$ cat config.mk
export PLATFORM = sky130hd
export DESIGN_NAME = stream_fanout
export DESIGN_NICKNAME = d
export VERILOG_FILES = /design/src/rtl/stream_fanout_pkg.sv /design/src/rtl/stream_fanout_channel.sv /design/src/rtl/stream_fanout.sv
export SDC_FILE = /design/constraint.sdc
export NUM_CORES = 1
export LEC_CHECK = 0
export ABC_AREA = 1
export CAP_MARGIN = 5
export CORE_ASPECT_RATIO = 0.7
export CORE_MARGIN = 4
export CORE_UTILIZATION = 25
export DETAILED_ROUTE_END_ITERATION = 16
export GPL_TIMING_DRIVEN = 0
export PLACE_DENSITY = 0.66
export SLEW_MARGIN = 20
export SYNTH_ARGS = -nofsm -noshare
export SYNTH_HDL_FRONTEND = slang
export SYNTH_SLANG_ARGS = --single-unit
$ cat constraint.sdc
create_clock -name clk -period 2.2 [get_ports clk]
set_clock_uncertainty 0.2 [all_clocks]
set_input_delay 0.22 -clock clk [delete_from_list [all_inputs] [get_ports clk]]
set_output_delay 0.22 -clock clk [all_outputs]
set_load 0.005 [all_outputs]
$ cat src/rtl/stream_fanout_pkg.sv
// stream_fanout_pkg: channel limit and full-width destination mask type shared by stream_fanout
package stream_fanout_pkg;
  localparam int FANOUT_MAX_CHANNELS = 16;
  typedef logic [FANOUT_MAX_CHANNELS-1:0] fanout_mask_t;
endpackage

$ cat src/rtl/stream_fanout_channel.sv
// stream_fanout_channel: one pending flag; ports clk/rst, load value + load_en, consumer out_ready -> out_valid, drain (still pending next cycle)
module stream_fanout_channel
  import stream_fanout_pkg::*;
(
  input  logic clk,
  input  logic rst,
  input  logic load,
  input  logic load_en,
  input  logic out_ready,
  output logic out_valid,
  output logic drain
);
  logic r_pending;
  assign out_valid = r_pending;
  assign drain     = r_pending & ~out_ready;
  always_ff @(posedge clk or posedge rst)
    if (rst) r_pending <= 1'b0;
    else     r_pending <= load_en ? load : drain;
endmodule

$ cat src/rtl/stream_fanout.sv
// stream_fanout: registered 1->CHANNELS valid/ready broadcast; in_* producer side, out_* shared data + per-channel valid/ready, in_mask only with STREAM_FANOUT_MASK_EN
module stream_fanout
  import stream_fanout_pkg::*;
#(
  parameter int WIDTH    = 8,
  parameter int CHANNELS = 2
) (
  input  logic                clk,
  input  logic                rst,
  input  logic [WIDTH-1:0]    in_data,
  input  logic                in_valid,
  output logic                in_ready,
`ifdef STREAM_FANOUT_MASK_EN
  input  logic [CHANNELS-1:0] in_mask,
`endif
  output logic [WIDTH-1:0]    out_data,
  output logic [CHANNELS-1:0] out_valid,
  input  logic [CHANNELS-1:0] out_ready
);
  localparam fanout_mask_t ALL_CH = '1;
  logic [CHANNELS-1:0] w_load;
  logic [CHANNELS-1:0] w_drain;
  logic                w_accept;
  logic [WIDTH-1:0]    r_data;
`ifdef STREAM_FANOUT_MASK_EN
  assign w_load = in_mask;
`else
  assign w_load = ALL_CH[CHANNELS-1:0];
`endif
  // Accept once every channel is idle or completing now, so reloads never create a bubble
  assign in_ready = ~rst & ~|w_drain;
  assign w_accept = in_valid & in_ready;
  assign out_data = r_data;
  always_ff @(posedge clk or posedge rst)
    if (rst)           r_data <= '0;
    else if (w_accept) r_data <= in_data;
  for (genvar c = 0; c < CHANNELS; c++) begin : g_ch
    stream_fanout_channel u_ch (
      .clk       (clk),
      .rst       (rst),
      .load      (w_load[c]),
      .load_en   (w_accept),
      .out_ready (out_ready[c]),
      .out_valid (out_valid[c]),
      .drain     (w_drain[c])
    );
  end
endmodule

After elaboration in Yosys (flattened, before gate mapping)
Index checks and enable logic that the tools add are counted.
- multiplexer cells: 2
- bitwise operators: 7
- reductions and logical operators: 2
- operator list (cell ; number):
    AND 1 bit ; 4
    inverter 1 bit ; 3
    two-way mux 1 bit ; 2
    OR reduction 2 bit ; 1
    logical NOT 1 bit ; 1
- register bits after elaboration: 10
- output and inout port bits: 11
- word-level logic and storage cells: 14

Longest topological paths before layout
- depth after elaboration: 7
- mapped depth: 5
- mapped depth without buffers: 5

Modules after synthesis
From an unflattened synthesis, not the netlist that was laid out.
- cell total of the unflattened synthesis: 59
- area total of the unflattened synthesis: 483.0 µm²
- modules (own cells, without submodules) (module ; times used ; cells each ; area each (µm²) ; sequential area each (µm²)):
    stream_fanout ; 1 ; 41 ; 370.4 ; 200.2
    stream_fanout_channel ; 2 ; 9 ; 56.3 ; 25.0

Worst setup path after synthesis
OpenSTA, ideal clock, no wires.
- kind: register to output
- start point: reg g_ch[1].u_ch.r_pending
- end point: out in_ready
- arrival: 752 ps
- required time: 1780 ps
- slack: 1028 ps
- stages on the path, launching flop included: 5
- cells stage by stage: dfrtp_1 -> nand2_2 -> buf_4 -> nand2_1 -> nor2_1
- longest elaborated chain between the ends: 4
- RTL lines (what ; line ; text):
    from (decl) ; stream_fanout_channel.sv:13 ; logic r_pending;
    from (signal assigned) ; stream_fanout_channel.sv:18 ; else r_pending <= load_en ? load : drain;
    AND 1 bit ; stream_fanout_channel.sv:15 ; assign drain = r_pending & ~out_ready;
    OR reduction 2 bit ; stream_fanout.sv:31 ; assign in_ready = ~rst & ~|w_drain;
    logical NOT 1 bit ; stream_fanout.sv:31 ;
    AND 1 bit ; stream_fanout.sv:31 ;
    to (decl) ; stream_fanout.sv:12 ; output logic in_ready,
No other way between the ends.

Worst setup path in the final report
- start point: in out_ready[1]
- end point: out in_ready
- longest elaborated chain between the ends: 5
- RTL lines (what ; line ; text):
    from (decl) ; stream_fanout.sv:18 ; input logic [CHANNELS-1:0] out_ready
    inverter 1 bit ; stream_fanout_channel.sv:15 ;
    AND 1 bit ; stream_fanout_channel.sv:15 ;
    OR reduction 2 bit ; stream_fanout.sv:31 ;
    logical NOT 1 bit ; stream_fanout.sv:31 ;
    AND 1 bit ; stream_fanout.sv:31 ;
No other way between the ends.

==> summary.md <==
| Metric | Value |
|---|---|
| Status | `complete, no violations` |
| Layout cells sized above 1 | `0.173` |
| Gr usage total | `0.0937` |
| Synth Instances | `49` |
| Area leader, netlist | `dfrtp_1` |
| Final period util | `0.920` |
| Total gr overflow | `0` |
| First-pass GRT wire length | `1.75 mm` |
| Final Hold Viols | `0` |
| Final Wtd Congestion | `0.751` |
| Final min period | `~2 ns` |
| Die W | `between 50 and 60 µm` |
| Final setup violation count | `0` |
| Req. time, crit path | `1.78 ns` |
| Register area share after synthesis | `0.536` |
| Vias in the first global route | `373` |
| Cell Area, Synth | `roughly 470 µm²` |
| DR WL/cell | `11.8 µm` |
| Crit end category | `primary output` |
| FILL cells | `roughly 170` |
| Startpoint Class | `primary input` |
| Yosys warning count | `0` |
| Root Buffer | `clkbuf_4` |
| Starting Density | `0.280` |
| Die Ht | `~44 µm` |
| Flops & latches, synth | `10` |
| Total number of vias | `between 400 and 500` |
| Synth top area cells | `dfrtp_1, nand2_1, nand4_1, buf_4, nand4_4` |
| Arrival time at the worst endpoint | `1.60 ns` |
| Maximum VDD drop | `0.000337 V` |
| Leak | `about 0.00036 µW` |
| Initial antenna violation count | `0` |
| RSZ-0062 raised after global routing | `no` |
| Drt total wl | `1.14 mm` |
| Number of gates resized after CTS | `0` |
| Most frequent cells in the layout | `clkdlybuf4s50_1, nand2_1, dfrtp_1` |
| Vias per cell | `4.51` |
| Synth Area per Inst | `9.52 µm²` |
| Worst-path clk slew | `0.07 ns` |
| Largest net degree at the start of global routing | `12` |
| CTS H-tree lvls | `1` |
| Reg2Reg Setup Slack | `0.99 ns` |
| Post-DRT Antenna Nets | `0` |
| Cell variety after synth | `10` |
| Layout Nets | `89` |
| CTS Buffer Depth | `2` |
| Die ar. | `2630 µm²` |
| Clock sink total | `10` |
| Max_cap viols | `0` |
| Maximum clock frequency | `0.494 GHz` |
| Core area | `around 1700 µm²` |
| Commonest non-fill, non-tap cell in the layout | `clkdlybuf4s50_1` |
| IO buf count | `22` |
| Synth top area share | `0.536` |
| DRT Pass-1 Iters | `4` |
| Initial DRC count | `11` |
| Total negative setup slack | `0 ns` |
| Post-DP HPWL | `876 µm` |
| Crit path kind | `primary input to primary output` |
| Row cnt | `12` |
| Area growth, synth to finish | `60.6%` |
| Hold WC Path Type | `primary input to flop` |
| CP max FO | `10` |
| Cts hold-fix bufs | `0` |
| Post-CTS Setup Inserts | `0` |
| Slew margin rel. | `0.837` |
| Total power per unit cell area | `761 nW/µm²` |
| Total CTS buffers | `3` |
| CTS tree | `built` |
| Residual DRC count | `0` |
| I/O Pins | `24` |
| Final Power | `570 µW` |
| Slew @ Worst Pin | `0.244 ns` |
| Worst-Skew Late Latency | `0.27 ns` |
| Diode count | `0` |
| Syn nets | `62` |
| Pins Over Slew Limit | `0` |
through the flow:
step                      cells  utilization  cell area, µm²  worst slack [ns]  hold WS [ns]
after CTS                    96        0.450             749             0.161        0.0699
final                        96        0.450             749             0.177        0.0769
after global routing         96        0.450             749            0.0690        0.0868
after floorplan              49            -             467              1.03        -0.178
after detailed placement     92        0.428             713             0.169         0.267
after global placement       92        0.428             713             0.164         0.260
routing by layer:
layer	vias up	wire, µm	global-route usage
met5	-	0	0
met4	0	10	0.0398
met3	3	112	0.0466
met2	18	487	0.131
met1	200	526	0.121
li1	212	-	-
final cells by class:
class                   instances  area (µm²)  area share
flip-flops and latches         10         250       0.334
repair buffers                 22         220       0.294
multi-input cells              32         175       0.234
clock buffers                   4        36.3      0.0484
plain buffers                   4        30.0      0.0401
well taps                      21        26.3      0.0351
inverters                       3        11.3      0.0150
worst paths after layout:
check | end | cells past startpoint | startpoint
worst min register to register | out_data[5] | 2 | out_data[5]
max in group asynchronous | out_data[5] | 2 | rst
worst max-delay path | in_ready | 7 | out_ready[1]
worst min-delay path | out_data[7] | 3 | in_valid
min in group asynchronous | g_ch[0].u_ch.out_valid | 2 | rst
worst max register to register | out_data[0] | 4 | g_ch[0].u_ch.out_valid
cells by family (layout without fill, tap and decap cells):
logic type / count (synthesis) / in the layout / share of synthesized area
AOI/OAI and AO/OA: 1 / 1 / 0.0349
buffers and inverters: 7 / 33 / 0.0885
DFF: 10 / 10 / 0.536
and+or+nand+nor: 31 / 31 / 0.340
cell usage after synthesis:
master	count
nand2_2	2
nor2_1	1
a21oi_4	1
inv_2	1
dfrtp_1	10
nand2_1	19
nand4_4	1
nand4_1	8
inv_1	2
buf_4	4
sequential cells by signal, indices dropped and copies added, names as in the netlist:
register             count
out_data                 8
g_ch.u_ch.out_valid      2
worst max-delay path: stages:
cell	delay, ns
clkdlybuf4s50_1	0.45
inv_1	0.04
nand2_2	0.08
buf_4	0.17
nand2_1	0.06
nor2_1	0.08
clkdlybuf4s50_1	0.50
power breakdown:
part / leakage [µW] / internal [µW] / total [µW] / switching [µW]
clock: 0.0000210 / 101 / 168 / 67.5
combinational: 0.000214 / 102 / 163 / 61.0
sequential: 0.000125 / 217 / 239 / 21.8
Note: power is estimated with default switching activity, not from simulation.
